### src/rtl/sme_ks_sched_if.sv
// Port bundle for the shared masked-adder scheduler: two requesters, response, randomness and adder sides.
// The slave modport is the scheduler view; the master modport is the surrounding unit's view.
interface sme_ks_sched_if #(
  parameter int D = 3,
  parameter int N = 32
) ();
  logic           a_req;
  logic           a_sub;
  logic [N*D-1:0] a_mxor;
  logic [N*D-1:0] a_mand;
  logic           a_gnt;

  logic           b_req;
  logic           b_sub;
  logic [N*D-1:0] b_mxor;
  logic [N*D-1:0] b_mand;
  logic           b_gnt;

  logic           rsp_vld;
  logic           rsp_id;
  logic [N*D-1:0] rsp_rd;

  logic           rng_vld;
  logic           rng_rdy;

  logic           add_resetn;
  logic           add_en;
  logic           add_sub;
  logic [N*D-1:0] add_mxor;
  logic [N*D-1:0] add_mand;
  logic           add_rdy;
  logic [N*D-1:0] add_rd;

  logic           busy;

  modport slave (
    input  a_req, a_sub, a_mxor, a_mand,
    output a_gnt,
    input  b_req, b_sub, b_mxor, b_mand,
    output b_gnt,
    output rsp_vld, rsp_id, rsp_rd,
    input  rng_vld,
    output rng_rdy,
    output add_resetn, add_en, add_sub, add_mxor, add_mand,
    input  add_rdy, add_rd,
    output busy
  );

  modport master (
    output a_req, a_sub, a_mxor, a_mand,
    input  a_gnt,
    output b_req, b_sub, b_mxor, b_mand,
    input  b_gnt,
    input  rsp_vld, rsp_id, rsp_rd,
    output rng_vld,
    input  rng_rdy,
    input  add_resetn, add_en, add_sub, add_mxor, add_mand,
    output add_rdy, add_rd,
    input  busy
  );
endinterface

### src/rtl/sme_ks_sched.sv
// Round-robin two-port sequencer for the masked Kogge-Stone adder; grant->rsp_vld is 7 cycles with steady randomness.
// Requesters hold until gnt (none while RUN); missing randomness stalls the adder one cycle per gap.
module sme_ks_sched #(
  parameter int D = 3,
  parameter int N = 32,
  parameter int G = D + D*(D-1)/2
) (
  input logic           g_clk,
  input logic           g_reset,
  sme_ks_sched_if.slave bus
);

  typedef enum logic {IDLE, RUN} state_t;

  state_t         state_q, state_d;
  logic           ptr_q;      // 0: A wins the next contest, 1: B wins
  logic           owner_q;
  logic           sub_q;
  logic [N*D-1:0] mxor_q;
  logic [N*D-1:0] mand_q;
  logic           rsp_vld_q;
  logic           rsp_id_q;
  logic [N*D-1:0] rsp_rd_q;
  logic           a_gnt;
  logic           b_gnt;
  logic           done;

  always_comb begin
    state_d = state_q;
    a_gnt   = 1'b0;
    b_gnt   = 1'b0;
    case (state_q)
      IDLE: begin
        a_gnt = bus.a_req & (~bus.b_req | ~ptr_q);
        b_gnt = bus.b_req & (~bus.a_req |  ptr_q);
        if (a_gnt | b_gnt) state_d = RUN;
      end
      RUN: begin
        if (bus.add_rdy) state_d = IDLE;
      end
      default: state_d = IDLE;
    endcase
  end

  assign done = (state_q == RUN) & bus.add_rdy;

  always_ff @(posedge g_clk) begin
    if (g_reset) begin
      state_q   <= IDLE;
      ptr_q     <= 1'b0;
      owner_q   <= 1'b0;
      sub_q     <= 1'b0;
      mxor_q    <= '0;
      mand_q    <= '0;
      rsp_vld_q <= 1'b0;
      rsp_id_q  <= 1'b0;
      rsp_rd_q  <= '0;
    end else begin
      state_q   <= state_d;
      rsp_vld_q <= done;
      // Shares are copied verbatim; no share ever meets another here.
      if (a_gnt) begin
        mxor_q  <= bus.a_mxor;
        mand_q  <= bus.a_mand;
        sub_q   <= bus.a_sub;
        owner_q <= 1'b0;
        ptr_q   <= 1'b1;
      end else if (b_gnt) begin
        mxor_q  <= bus.b_mxor;
        mand_q  <= bus.b_mand;
        sub_q   <= bus.b_sub;
        owner_q <= 1'b1;
        ptr_q   <= 1'b0;
      end
      if (done) begin
        rsp_rd_q <= bus.add_rd;
        rsp_id_q <= owner_q;
      end
    end
  end

  assign bus.a_gnt      = a_gnt;
  assign bus.b_gnt      = b_gnt;
  assign bus.add_resetn = ~g_reset;
  assign bus.add_en     = (state_q == RUN) & bus.rng_vld & ~bus.add_rdy;
  assign bus.rng_rdy    = bus.add_en;
  assign bus.add_sub    = sub_q;
  assign bus.add_mxor   = mxor_q;
  assign bus.add_mand   = mand_q;
  assign bus.rsp_vld    = rsp_vld_q;
  assign bus.rsp_id     = rsp_id_q;
  assign bus.rsp_rd     = rsp_rd_q;
  assign bus.busy       = (state_q != IDLE);

endmodule

### src/flat_wrapper.sv
// flat-port wrapper written by rule: the top's interface ports become plain ports
module sme_ks_sched_flat 
#(
  parameter int D = 3,
  parameter int N = 32,
  parameter int G = D + D*(D-1)/2
)
  (g_clk, g_reset, bus_a_req, bus_a_sub, bus_a_mxor, bus_a_mand, bus_a_gnt, bus_b_req, bus_b_sub, bus_b_mxor, bus_b_mand, bus_b_gnt, bus_rsp_vld, bus_rsp_id, bus_rsp_rd, bus_rng_vld, bus_rng_rdy, bus_add_resetn, bus_add_en, bus_add_sub, bus_add_mxor, bus_add_mand, bus_add_rdy, bus_add_rd, bus_busy);
  sme_ks_sched_if #(.D(D), .N(N)) bus_i ();
  input logic g_clk;
  input logic g_reset;
  input wire logic [$bits(bus_i.a_req)-1:0] bus_a_req;
  input wire logic [$bits(bus_i.a_sub)-1:0] bus_a_sub;
  input wire logic [$bits(bus_i.a_mxor)-1:0] bus_a_mxor;
  input wire logic [$bits(bus_i.a_mand)-1:0] bus_a_mand;
  output wire logic [$bits(bus_i.a_gnt)-1:0] bus_a_gnt;
  input wire logic [$bits(bus_i.b_req)-1:0] bus_b_req;
  input wire logic [$bits(bus_i.b_sub)-1:0] bus_b_sub;
  input wire logic [$bits(bus_i.b_mxor)-1:0] bus_b_mxor;
  input wire logic [$bits(bus_i.b_mand)-1:0] bus_b_mand;
  output wire logic [$bits(bus_i.b_gnt)-1:0] bus_b_gnt;
  output wire logic [$bits(bus_i.rsp_vld)-1:0] bus_rsp_vld;
  output wire logic [$bits(bus_i.rsp_id)-1:0] bus_rsp_id;
  output wire logic [$bits(bus_i.rsp_rd)-1:0] bus_rsp_rd;
  input wire logic [$bits(bus_i.rng_vld)-1:0] bus_rng_vld;
  output wire logic [$bits(bus_i.rng_rdy)-1:0] bus_rng_rdy;
  output wire logic [$bits(bus_i.add_resetn)-1:0] bus_add_resetn;
  output wire logic [$bits(bus_i.add_en)-1:0] bus_add_en;
  output wire logic [$bits(bus_i.add_sub)-1:0] bus_add_sub;
  output wire logic [$bits(bus_i.add_mxor)-1:0] bus_add_mxor;
  output wire logic [$bits(bus_i.add_mand)-1:0] bus_add_mand;
  input wire logic [$bits(bus_i.add_rdy)-1:0] bus_add_rdy;
  input wire logic [$bits(bus_i.add_rd)-1:0] bus_add_rd;
  output wire logic [$bits(bus_i.busy)-1:0] bus_busy;
  assign bus_i.a_req = bus_a_req;
  assign bus_i.a_sub = bus_a_sub;
  assign bus_i.a_mxor = bus_a_mxor;
  assign bus_i.a_mand = bus_a_mand;
  assign bus_a_gnt = bus_i.a_gnt;
  assign bus_i.b_req = bus_b_req;
  assign bus_i.b_sub = bus_b_sub;
  assign bus_i.b_mxor = bus_b_mxor;
  assign bus_i.b_mand = bus_b_mand;
  assign bus_b_gnt = bus_i.b_gnt;
  assign bus_rsp_vld = bus_i.rsp_vld;
  assign bus_rsp_id = bus_i.rsp_id;
  assign bus_rsp_rd = bus_i.rsp_rd;
  assign bus_i.rng_vld = bus_rng_vld;
  assign bus_rng_rdy = bus_i.rng_rdy;
  assign bus_add_resetn = bus_i.add_resetn;
  assign bus_add_en = bus_i.add_en;
  assign bus_add_sub = bus_i.add_sub;
  assign bus_add_mxor = bus_i.add_mxor;
  assign bus_add_mand = bus_i.add_mand;
  assign bus_i.add_rdy = bus_add_rdy;
  assign bus_i.add_rd = bus_add_rd;
  assign bus_busy = bus_i.busy;
  sme_ks_sched #(.D(D), .N(N), .G(G)) u_core (.g_clk(g_clk), .g_reset(g_reset), .bus(bus_i));
endmodule
### config.mk
export PLATFORM = sky130hd
export DESIGN_NAME = sme_ks_sched_flat
export DESIGN_NICKNAME = d
export VERILOG_FILES = /design/src/rtl/sme_ks_sched_if.sv /design/src/rtl/sme_ks_sched.sv /design/src/flat_wrapper.sv
export SDC_FILE = /design/constraint.sdc
export NUM_CORES = 1
export LEC_CHECK = 0
export BUFFER_PORTS_ARGS = -buffer_cell sky130_fd_sc_hd__buf_2
export CAP_MARGIN = 20
export CORE_AREA = 2 2 307 309
export CTS_CLUSTER_DIAMETER = 100
export DETAILED_ROUTE_END_ITERATION = 12
export DIE_AREA = 0 0 309 311
export GPL_TIMING_DRIVEN = 0
export SYNTH_ARGS = -nofsm -noshare
export SYNTH_HDL_FRONTEND = slang
export SYNTH_SLANG_ARGS = --single-unit
export TNS_END_PERCENT = 5
### constraint.sdc
create_clock -name g_clk -period 2.25 [get_ports g_clk]
set_clock_uncertainty 0.2 [all_clocks]
set_input_delay 0 -clock g_clk [delete_from_list [all_inputs] [get_ports g_clk]]
set_output_delay 0 -clock g_clk [all_outputs]
set_load 0.02 [all_outputs]
Yosys cells after proc, flatten, opt, wreduce, memory -nomap -nowiden
Index checks and enable logic that the tools add are counted.
{"block": "word_totals", "reg_bits": 294, "out_inout_bits": 297, "in_bits": 488}
{"block": "classes", "n_reduce_logical": 2, "mux": 13, "bitwise": 14}
{"cell": "two-way mux 96 bit", "n": 4}
{"cell": "two-way mux 1 bit", "n": 8}
{"cell": "NOT 1 bit", "n": 6}
{"cell": "bitwise AND 1 bit", "n": 5}
{"cell": "bitwise OR 1 bit", "n": 3}
{"cell": "case mux 1 bit (2 select lines)", "n": 1}
{"cell": "nonzero test 2 bit", "n": 1}
{"cell": "OR reduction 2 bit", "n": 1}

Logic depth before layout (Yosys ltp)
Gate-level depths: netlist of run 1.
{"block": "depth", "depth_word": 6, "mapped_depth": 7}

Worst setup path before layout of run 1
OpenSTA, ideal clock, no wires.
{"block": "synth_timing", "kind": "register to output", "from": "register u_core.state_q (netlist: u_core.bus.busy)", "to": "output port bus_rng_rdy", "arrival_time_ps": 1617, "t_required_ps": 2050, "n_path_buf": 4, "path_stages_with_launch": 6, "slack_ps": 433, "cell_sequence": "dfxtp_1 buf_2 buf_2 buf_1 and3_1 buf_4"}
{"block": "synth_via", "elab_chain_cells": 2}
{"element": "start, declared", "line": "sme_ks_sched.sv:15", "text": "state_t state_q, state_d;"}
{"element": "start signal, assigned", "line": "sme_ks_sched.sv:59", "text": "state_q <= state_d;"}
{"element": "bitwise AND 1 bit (2 in series)", "line": "sme_ks_sched.sv:85", "text": "assign bus.add_en = (state_q == RUN) & bus.rng_vld & ~bus.add_rdy;"}
{"element": "end, declared", "line": "flat_wrapper.sv:26", "text": "output wire logic [$bits(bus_i.rng_rdy)-1:0] bus_rng_rdy;"}
Every way passes these cells.

Final worst setup path of run 1
{"block": "layout_timing", "from": "register u_core.state_q (netlist: u_core.bus.busy)", "to": "register u_core.rsp_rd_q[33] (netlist: u_core.bus.rsp_rd[33])"}
{"block": "layout_via", "elab_chain_cells": 1}
{"element": "bitwise AND 1 bit", "line": "sme_ks_sched.sv:45", "text": "assign done = (state_q == RUN) & bus.add_rdy;"}
{"element": "end signal, assigned", "line": "sme_ks_sched.sv:76", "text": "rsp_rd_q <= bus.add_rd;"}
{"element": "end, declared", "line": "sme_ks_sched.sv:23", "text": "logic [N*D-1:0] rsp_rd_q;"}
Every way passes these cells.
A chain may end at the register's enable or synchronous reset.

==> results by stage, run 1 <==
Run status:
- The run finished, with violations left.
- The checks that failed: setup timing.

Synthesis:
- The mean instance size in the synthesized netlist is between 8 and 9 um2.
- Of all cell types, the one taking the most synthesized area is sky130_fd_sc_hd__dfxtp_1.
- The post-synthesis register bit count is 294.
- The portion of synthesized cell area occupied by the leading cell type is 44.73%.
- The post-synthesis net count is between 2000 and 2500.
- The yosys synthesis warning count is 0.
- Yosys attributes the largest share of cell area to sky130_fd_sc_hd__dfxtp_1 (45%), sky130_fd_sc_hd__nor3_1 (15%), sky130_fd_sc_hd__a211oi_2 (14%).
- The number of different library cells in the post-synthesis netlist is 22.
- For this run, the register share of the synthesized area comes to 44.73%.
- The mapped cell area is about 0.013 mm2.
- The count of mapped cells out of synthesis is 1561.

STA:
- The max-slew violation count is 0.
- Setup violations remaining at the end of the flow were counted as 5.
- The headroom to the max-slew limit is 27.23%.
- The number of hold-slack violations in the final timing report was 0.
- The transition at the pin with the smallest max-transition slack is 1.092 ns.
- The post-layout worst setup margin is -0.1074 ns.
- The share of the clock period used by the worst path is 104.8%.
- The routed design could run at a clock period as short as 2.357 ns.
- Setup repair after global routing could not meet its margin everywhere.
- For the final routed database, the setup TNS stands at -0.2739 ns.
- Timing would allow up to 424.2 MHz.

Finish:
- The top cell types in the final layout, fill and taps aside, are sky130_fd_sc_hd__buf_2 (796), sky130_fd_sc_hd__dlygate4sd3_1 (511), sky130_fd_sc_hd__nor3_1 (381).
- Cells fill 27.38% of the core in the end.
- The fraction of layout instances using a drive strength above 1 is between 30% and 40%.
- Counting the fill cells in the layout gives approximately 9800.
- The finished layout holds 4209 standard cells, fillers aside.
- The area taken by flip-flops and latches is between 0.005 and 0.006 mm2.
- The area taken by multi-input logic gates is 0.006447 mm2.
- The final layout contains 3392 nets.
- Compared with the post-synthesis result, the final layout area differs by 93.04%.
- Leaving out fill and tap cells, the most frequent cell in the layout is sky130_fd_sc_hd__buf_2.

Global routing:
- The via count of the first global-routing pass is 18368.
- The total routing resource utilization after global routing is around 17%.
- Entering global routing, the biggest net connects 13 pins.
- The first global-routing pass estimated 121.7 mm of wire.
- The initial antenna violation count is 23.
- Global routing finished with a remaining overflow of 0.

Routing:
- Summing over every cut layer, the via total after detailed routing is 18283.
- The number of nets still failing antenna checks after routing is 0.
- The first-pass iteration count of the detailed router is 5.
- After the first detailed-routing iteration, the DRC count stood at around 1600.
- After detailed routing, the number of remaining DRC violations is 0.
- The via density per instance is 4.344.
- After detailed routing, the average wire length per cell comes to 20.73 um.
- After detailed routing, the total wire length is 87.24 mm.

Clocking:
- The number of clock buffers added by TritonCTS is 38.
- In this run the number of H-tree levels came out at 2.
- The tree built by TritonCTS fans out to 294 sinks.
- The clock passes through at most 3 buffers.
- CTS placed an instance of sky130_fd_sc_hd__clkbuf_16 at the clock tree root.
- The clock latency on the worst-skew pair is 0.56 ns.
- TritonCTS built the clock tree.
- Clock-pin slew was measured on the worst setup and hold paths at 0.06 ns.

Setup path:
- Along the worst path, the maximum fanout reaches 10.
- The category of the most critical setup path is reg2reg.
- The worst setup path is launched from a flip-flop.
- The largest single stage delay on the critical path is 0.54 ns.
- At the worst endpoint, the required time is 2.53 ns.
- The critical-path cell with the highest stage delay is sky130_fd_sc_hd__clkbuf_1.
- The top cell family by delay on the critical path is buffers and inverters.
- The critical path data arrival time is 2.63 ns.
- The critical path contains buffers and inverters numbering 4 combined.
- The worst setup path is captured at a flip-flop.
- Traced cell by cell, the critical path runs through buf_12, buf_4, and2_1, buf_2, clkbuf_1, nand2_1, a21oi_1.

Power:
- IR analysis of the VDD net gives a maximum drop of a little under 500 uV.
- In this run the power density over the cells is slightly below 700 mW/mm2.
- In this run the static leakage power is 10.40 nW.

Worst hold path:
- The tightest min-delay check is of the in2reg type.

Job:
- The max-capacitance violation count is 0.

Die:
- The chip width is 309 um.
- The cell row count is 112.
- In this run the vertical extent of the chip is approximately 310 um.
- The initial core utilization is 14.18%.
- The area enclosed by the die boundary is between 0.09 and 0.1 mm2.
- The region available for standard cell placement spans a little over 0.09 mm2.
- During I/O placement, the number of pins put on the boundary was 785.

Placed design:
- The count of input and output buffers is 784.
- After detailed placement, the design holds a cell count of 3599.
- The HPWL after detailed placement is 63.90 mm.
- Routability-driven placement finished with a final weighted congestion of 0.9555.
worst reg2reg max path, cell delays in order, from the launching register on:
cell and delay, ns:
sky130_fd_sc_hd__dfxtp_4 0.40, sky130_fd_sc_hd__buf_12 0.14, sky130_fd_sc_hd__buf_4 0.14, sky130_fd_sc_hd__and2_1 0.12
sky130_fd_sc_hd__buf_2 0.21, sky130_fd_sc_hd__clkbuf_1 0.54, sky130_fd_sc_hd__nand2_1 0.30, sky130_fd_sc_hd__a21oi_1 0.23
final cells by class:
type	instances	area share, %
timing repair buffer	1303	35.90
multi-input combinational	1079	25.38
sequential	294	23.18
tap	1254	6.177
clock buffer	53	4.403
buffer	184	3.842
clock inverter	13	0.7881
antenna	25	0.2463
inverter	4	0.07388
flip-flops by register name, indices dropped and copies added (netlist names):
register and flops:
u_core.bus.add_sub 1, u_core.bus.rsp_id 1, u_core.bus.add_mand 96, u_core.ptr_q 1
u_core.bus.rsp_vld 1, u_core.bus.rsp_rd 96, u_core.bus.add_mxor 96, u_core.owner_q 1
u_core.bus.busy 1
synthesized netlist by cell type:
master	n
sky130_fd_sc_hd__nand2_1	195
sky130_fd_sc_hd__buf_1	1
sky130_fd_sc_hd__inv_1	4
sky130_fd_sc_hd__o21ai_0	193
sky130_fd_sc_hd__buf_4	3
sky130_fd_sc_hd__a21oi_1	98
sky130_fd_sc_hd__nor2b_1	1
sky130_fd_sc_hd__buf_2	18
sky130_fd_sc_hd__clkbuf_1	145
sky130_fd_sc_hd__a21boi_0	1
sky130_fd_sc_hd__and2_1	3
sky130_fd_sc_hd__a211oi_1	46
sky130_fd_sc_hd__o21ba_4	1
sky130_fd_sc_hd__nor2_1	3
sky130_fd_sc_hd__o211a_1	1
sky130_fd_sc_hd__nor3_1	386
sky130_fd_sc_hd__buf_6	17
sky130_fd_sc_hd__a211oi_2	148
sky130_fd_sc_hd__nand2b_1	1
sky130_fd_sc_hd__dfxtp_1	294
sky130_fd_sc_hd__and3_1	1
sky130_fd_sc_hd__or2_1	1
cell families (layout without fill, tap and decap cells):
family	after synthesis	after routing	share of synthesized area [%]
simple gates	591	591	20.66
compound gates	488	488	28.02
flops	294	294	44.73
buf+inv	188	1557	6.589
other cells	0	25	0
per-layer routing:
metal  share of wire (%)  wire length (um)  global-route usage, %  vias to the layer above
met2                  44             38230                  26.45                     1062
met5               0.015                13                      0                        -
met4                 5.1              4470                  8.672                        2
met1                  42             36370                  21.71                     8620
li1                    -                 -                      -                     8372
met3                 9.4              8165                  4.400                      227
path summary, 6_finish.rpt:
path | from | to | slack (ns) | cells after the start
worst max-delay path | u_core.bus.busy | u_core.bus.rsp_rd[33] | -0.11 | 7
worst min-delay path | bus_add_rd[59] | u_core.bus.rsp_rd[59] | 0.03 | 4
worst max register to register | u_core.bus.busy | u_core.bus.rsp_rd[33] | -0.11 | 7
worst min register to register | u_core.bus.rsp_rd[81] | u_core.bus.rsp_rd[81] | 0.25 | 2
through the flow:
stage | setup WS (ns) | total power [mW] | instance area (um2) | hold slack, ns
6_report | -0.1074 | 17.20 | 25400 | 0.02949
4_1_cts | -0.1114 | 17.27 | 25300 | 0.0007437
3_3_place_gp | -0.9626 | 9.754 | 18650 | 0.04353
5_1_grt | -0.1090 | 17.86 | 25360 | 0.01153
3_5_place_dp | -0.7523 | 9.758 | 18650 | 0.04683
2_1_floorplan | 0.4326 | 8.015 | 13160 | -0.06400
power by group:
part / leakage, nW / total (mW) / switching (mW) / internal, mW
Clock: 0.656 / 6.64 / 2.61 / 4.04
Combinational: 7.32 / 4.62 / 2.70 / 1.91
Sequential: 2.43 / 5.95 / 0.284 / 5.66
what timing repair did:
action	in CTS	in global routing
hold buffers	511	0
gates resized for setup	57	33
setup buffers	8	0
endpoints found under the hold margin	293	0
setup endpoints to repair	274	139
No activity file was read; power rests on OpenSTA's default activity.
==> run 2, diff against run 1 <==
--- a/config.mk
+++ b/config.mk
@@ -5,13 +5,13 @@
 export SDC_FILE = /design/constraint.sdc
 export NUM_CORES = 1
 export LEC_CHECK = 0
-export BUFFER_PORTS_ARGS = -buffer_cell sky130_fd_sc_hd__buf_2
-export CAP_MARGIN = 20
-export CORE_AREA = 2 2 307 309
+export CORE_AREA = 2 2 304 306
 export CTS_CLUSTER_DIAMETER = 100
 export DETAILED_ROUTE_END_ITERATION = 12
-export DIE_AREA = 0 0 309 311
+export DIE_AREA = 0 0 306 308
+export DONT_BUFFER_PORTS = 1
 export GPL_TIMING_DRIVEN = 0
+export PLACE_DENSITY_LB_ADDON = 0.15
 export SYNTH_ARGS = -nofsm -noshare
 export SYNTH_HDL_FRONTEND = slang
 export SYNTH_SLANG_ARGS = --single-unit
==> run 2 against run 1 <==
  * Synthesized area stayed put
  * Synthesized cell count stayed put
  * The run now fails in clock tree synthesis (4_1_cts)
==> results by stage, run 2 <==
Synthesis:
- The most frequently used flop master after synthesis is sky130_fd_sc_hd__dfxtp_1.
- The synthesized design spends more area on one cell type than any other, namely sky130_fd_sc_hd__dfxtp_1.
- The portion of synthesized cell area occupied by the leading cell type is 44.73%.
- The number of flops mapped to enable cells by yosys is 0.
- The mapped cell area is 0.01316 mm2.
- The count of mapped cells out of synthesis is 1561.
- Yosys instantiated no cell more often than sky130_fd_sc_hd__nor3_1.
- The commonest cells after synthesis are sky130_fd_sc_hd__nor3_1 (386), sky130_fd_sc_hd__dfxtp_1 (294), sky130_fd_sc_hd__nand2_1 (195).
- The number of nets handed over by synthesis was ~2000.
- In the synthesized netlist the async set-or-reset flop fraction comes to 0%.
- Of the synthesized area, sequential elements account for 44.73%.
- The number of different library cells in the post-synthesis netlist is 22.
- The mean instance size in the synthesized netlist is 8.430 um2.
- In the post-synthesis netlist, the biggest area contributors are sky130_fd_sc_hd__dfxtp_1 (45%), sky130_fd_sc_hd__nor3_1 (15%), sky130_fd_sc_hd__a211oi_2 (14%).
- Counting flops and latches in the post-synthesis netlist gives 294.
- The yosys synthesis warning count is 0.

Run status:
- The last stage the flow got to is clock tree synthesis (4_1_cts).
- The run stopped with a tool error.
- The first error in the log reads "[ERROR RSZ-0060] Max buffer count reached".

Clocking:
- The number of gates resized after CTS was 59.
- The setup fix buffers added after clock tree synthesis is 4.
- The number of clock buffers inserted by TritonCTS is 41.
- The clock net in this run drives a total of 294 sinks.
- The H-tree was split into 2 levels.
- The number of hold buffers added after CTS was 566.
- The clock passes through at most 3 buffers.
- In this run the clock root is driven by a sky130_fd_sc_hd__clkbuf_16.

Die:
- The chip width is around 310 um.
- The initial core utilization is 14.47%.
- The cell row count is around 110.
- The boundary pin count is 785.
- The floorplan die height is 308 um.

Placed design:
- The sum of net half-perimeters after detailed placement is between 50 and 60 mm.
- Port buffering added 0 buffers.
- The total cell area at the placement stage is 0.01465 mm2.
- At the end of routability-driven placement, the weighted congestion stood at 0.9450.
- The worst slack after detailed placement is -0.9363 ns.
[run 2: cell counts after synthesis]
Identical to the previous run, type by type.
[run 2: per-stage QoR]
stage                     cells  utilization [%]
after floorplan            1561                -
after global placement     2747            16.10
after detailed placement   2747            16.10
[run 2: logic make-up after synthesis]
kind of cell    share of synthesized area, %
flops                                  44.73
buf+inv                                6.589
compound gates                         28.02
simple gates                           20.66
==> run 3, diff against run 2 <==
--- a/config.mk
+++ b/config.mk
@@ -5,10 +5,9 @@
 export SDC_FILE = /design/constraint.sdc
 export NUM_CORES = 1
 export LEC_CHECK = 0
-export CORE_AREA = 2 2 304 306
-export CTS_CLUSTER_DIAMETER = 100
+export CORE_AREA = 2 2 303 305
 export DETAILED_ROUTE_END_ITERATION = 12
-export DIE_AREA = 0 0 306 308
+export DIE_AREA = 0 0 305 307
 export DONT_BUFFER_PORTS = 1
 export GPL_TIMING_DRIVEN = 0
 export PLACE_DENSITY_LB_ADDON = 0.15
==> run 3 against run 2 <==
  * The run again fails in clock tree synthesis (4_1_cts)
  * Synthesized cell count did not move
  * Synthesized area did not move
==> results by stage, run 3 <==
Die:
- The initialized floorplan defines 111 standard-cell rows.
- The boundary pin count is 785.
- The floorplan step set the die width to 305 um.
- The initial utilization of the core area, before any placement, comes to ~15%.
- The die is approximately 310 um tall.

Clocking:
- The maximum number of buffers from clock root to sink is 3.
- The number of gates resized after CTS was between 50 and 60.
- The setup fix buffers added after clock tree synthesis is 0.
- In this run, post-CTS hold repair placed ~560 buffers.
- The cell sitting at the root of the clock tree is a sky130_fd_sc_hd__clkbuf_16.
- The clock tree synthesis step divided the H-tree into 2 levels.
- The clock drives around 290 sinks.
- In this run, CTS created clock tree buffers numbering 40.

Synthesis:
- The most used flip-flop cell after synthesis is sky130_fd_sc_hd__dfxtp_1.
- By instance count, the leading cell after synthesis is sky130_fd_sc_hd__nor3_1.
- Counting distinct cell types in the post-synthesis netlist gives 22.
- The share of async-settable or async-resettable flops after synthesis is 0%.
- For this run, the number of Yosys warnings is 0.
- In this run, synthesis inferred 0 flip-flops with an integrated enable.
- The synthesized design spends more area on one cell type than any other, namely sky130_fd_sc_hd__dfxtp_1.
- By area the synthesized netlist is led by sky130_fd_sc_hd__dfxtp_1 (45%), sky130_fd_sc_hd__nor3_1 (15%), sky130_fd_sc_hd__a211oi_2 (14%).
- The count of mapped cells out of synthesis is around 1600.
- The portion of synthesized cell area occupied by the leading cell type is 44.73%.
- The post-synthesis net count is 2049.
- The sequential-to-total area share from yosys stat is 44.73%.
- After synthesis, the most frequently instantiated cells are sky130_fd_sc_hd__nor3_1 (386), sky130_fd_sc_hd__dfxtp_1 (294), sky130_fd_sc_hd__nand2_1 (195).
- The mapped netlist covers roughly 0.013 mm2.
- Counting flops and latches in the post-synthesis netlist gives 294.
- Each instance of the synthesized netlist takes up on average 8.430 um2.

Placed design:
- The count of input and output buffers is 0.
- The weighted congestion at the end of routability-driven global placement is about 0.94.
- The sum of net half-perimeters after detailed placement is a little over 60 mm.

Run status:
- The tool reported: "[ERROR RSZ-0060] Max buffer count reached".
- The flow did not finish.
- The run ended at clock tree synthesis (4_1_cts).
[run 3: cell counts after synthesis]
Identical to the previous run, type by type.
[run 3: kinds of logic after synthesis]
logic type             after synthesis  share of synthesized area [%]
AO/OA/AOI/OAI                      488                          28.02
buffers and inverters              188                          6.589
AND/OR/NAND/NOR                    591                          20.66
flip-flops                         294                          44.73
[run 3: metrics by stage]
step / TNS [ns] / cell area, um2 / utilization (%) / setup WS [ns] / std cells
floorplan: 0 / 13160 / - / 0.4326 / 1561
detailed placement: -152.34 / 14640 / 16.15 / -0.8210 / 2747
global placement: -157.73 / 14640 / 16.15 / -0.9017 / 2747
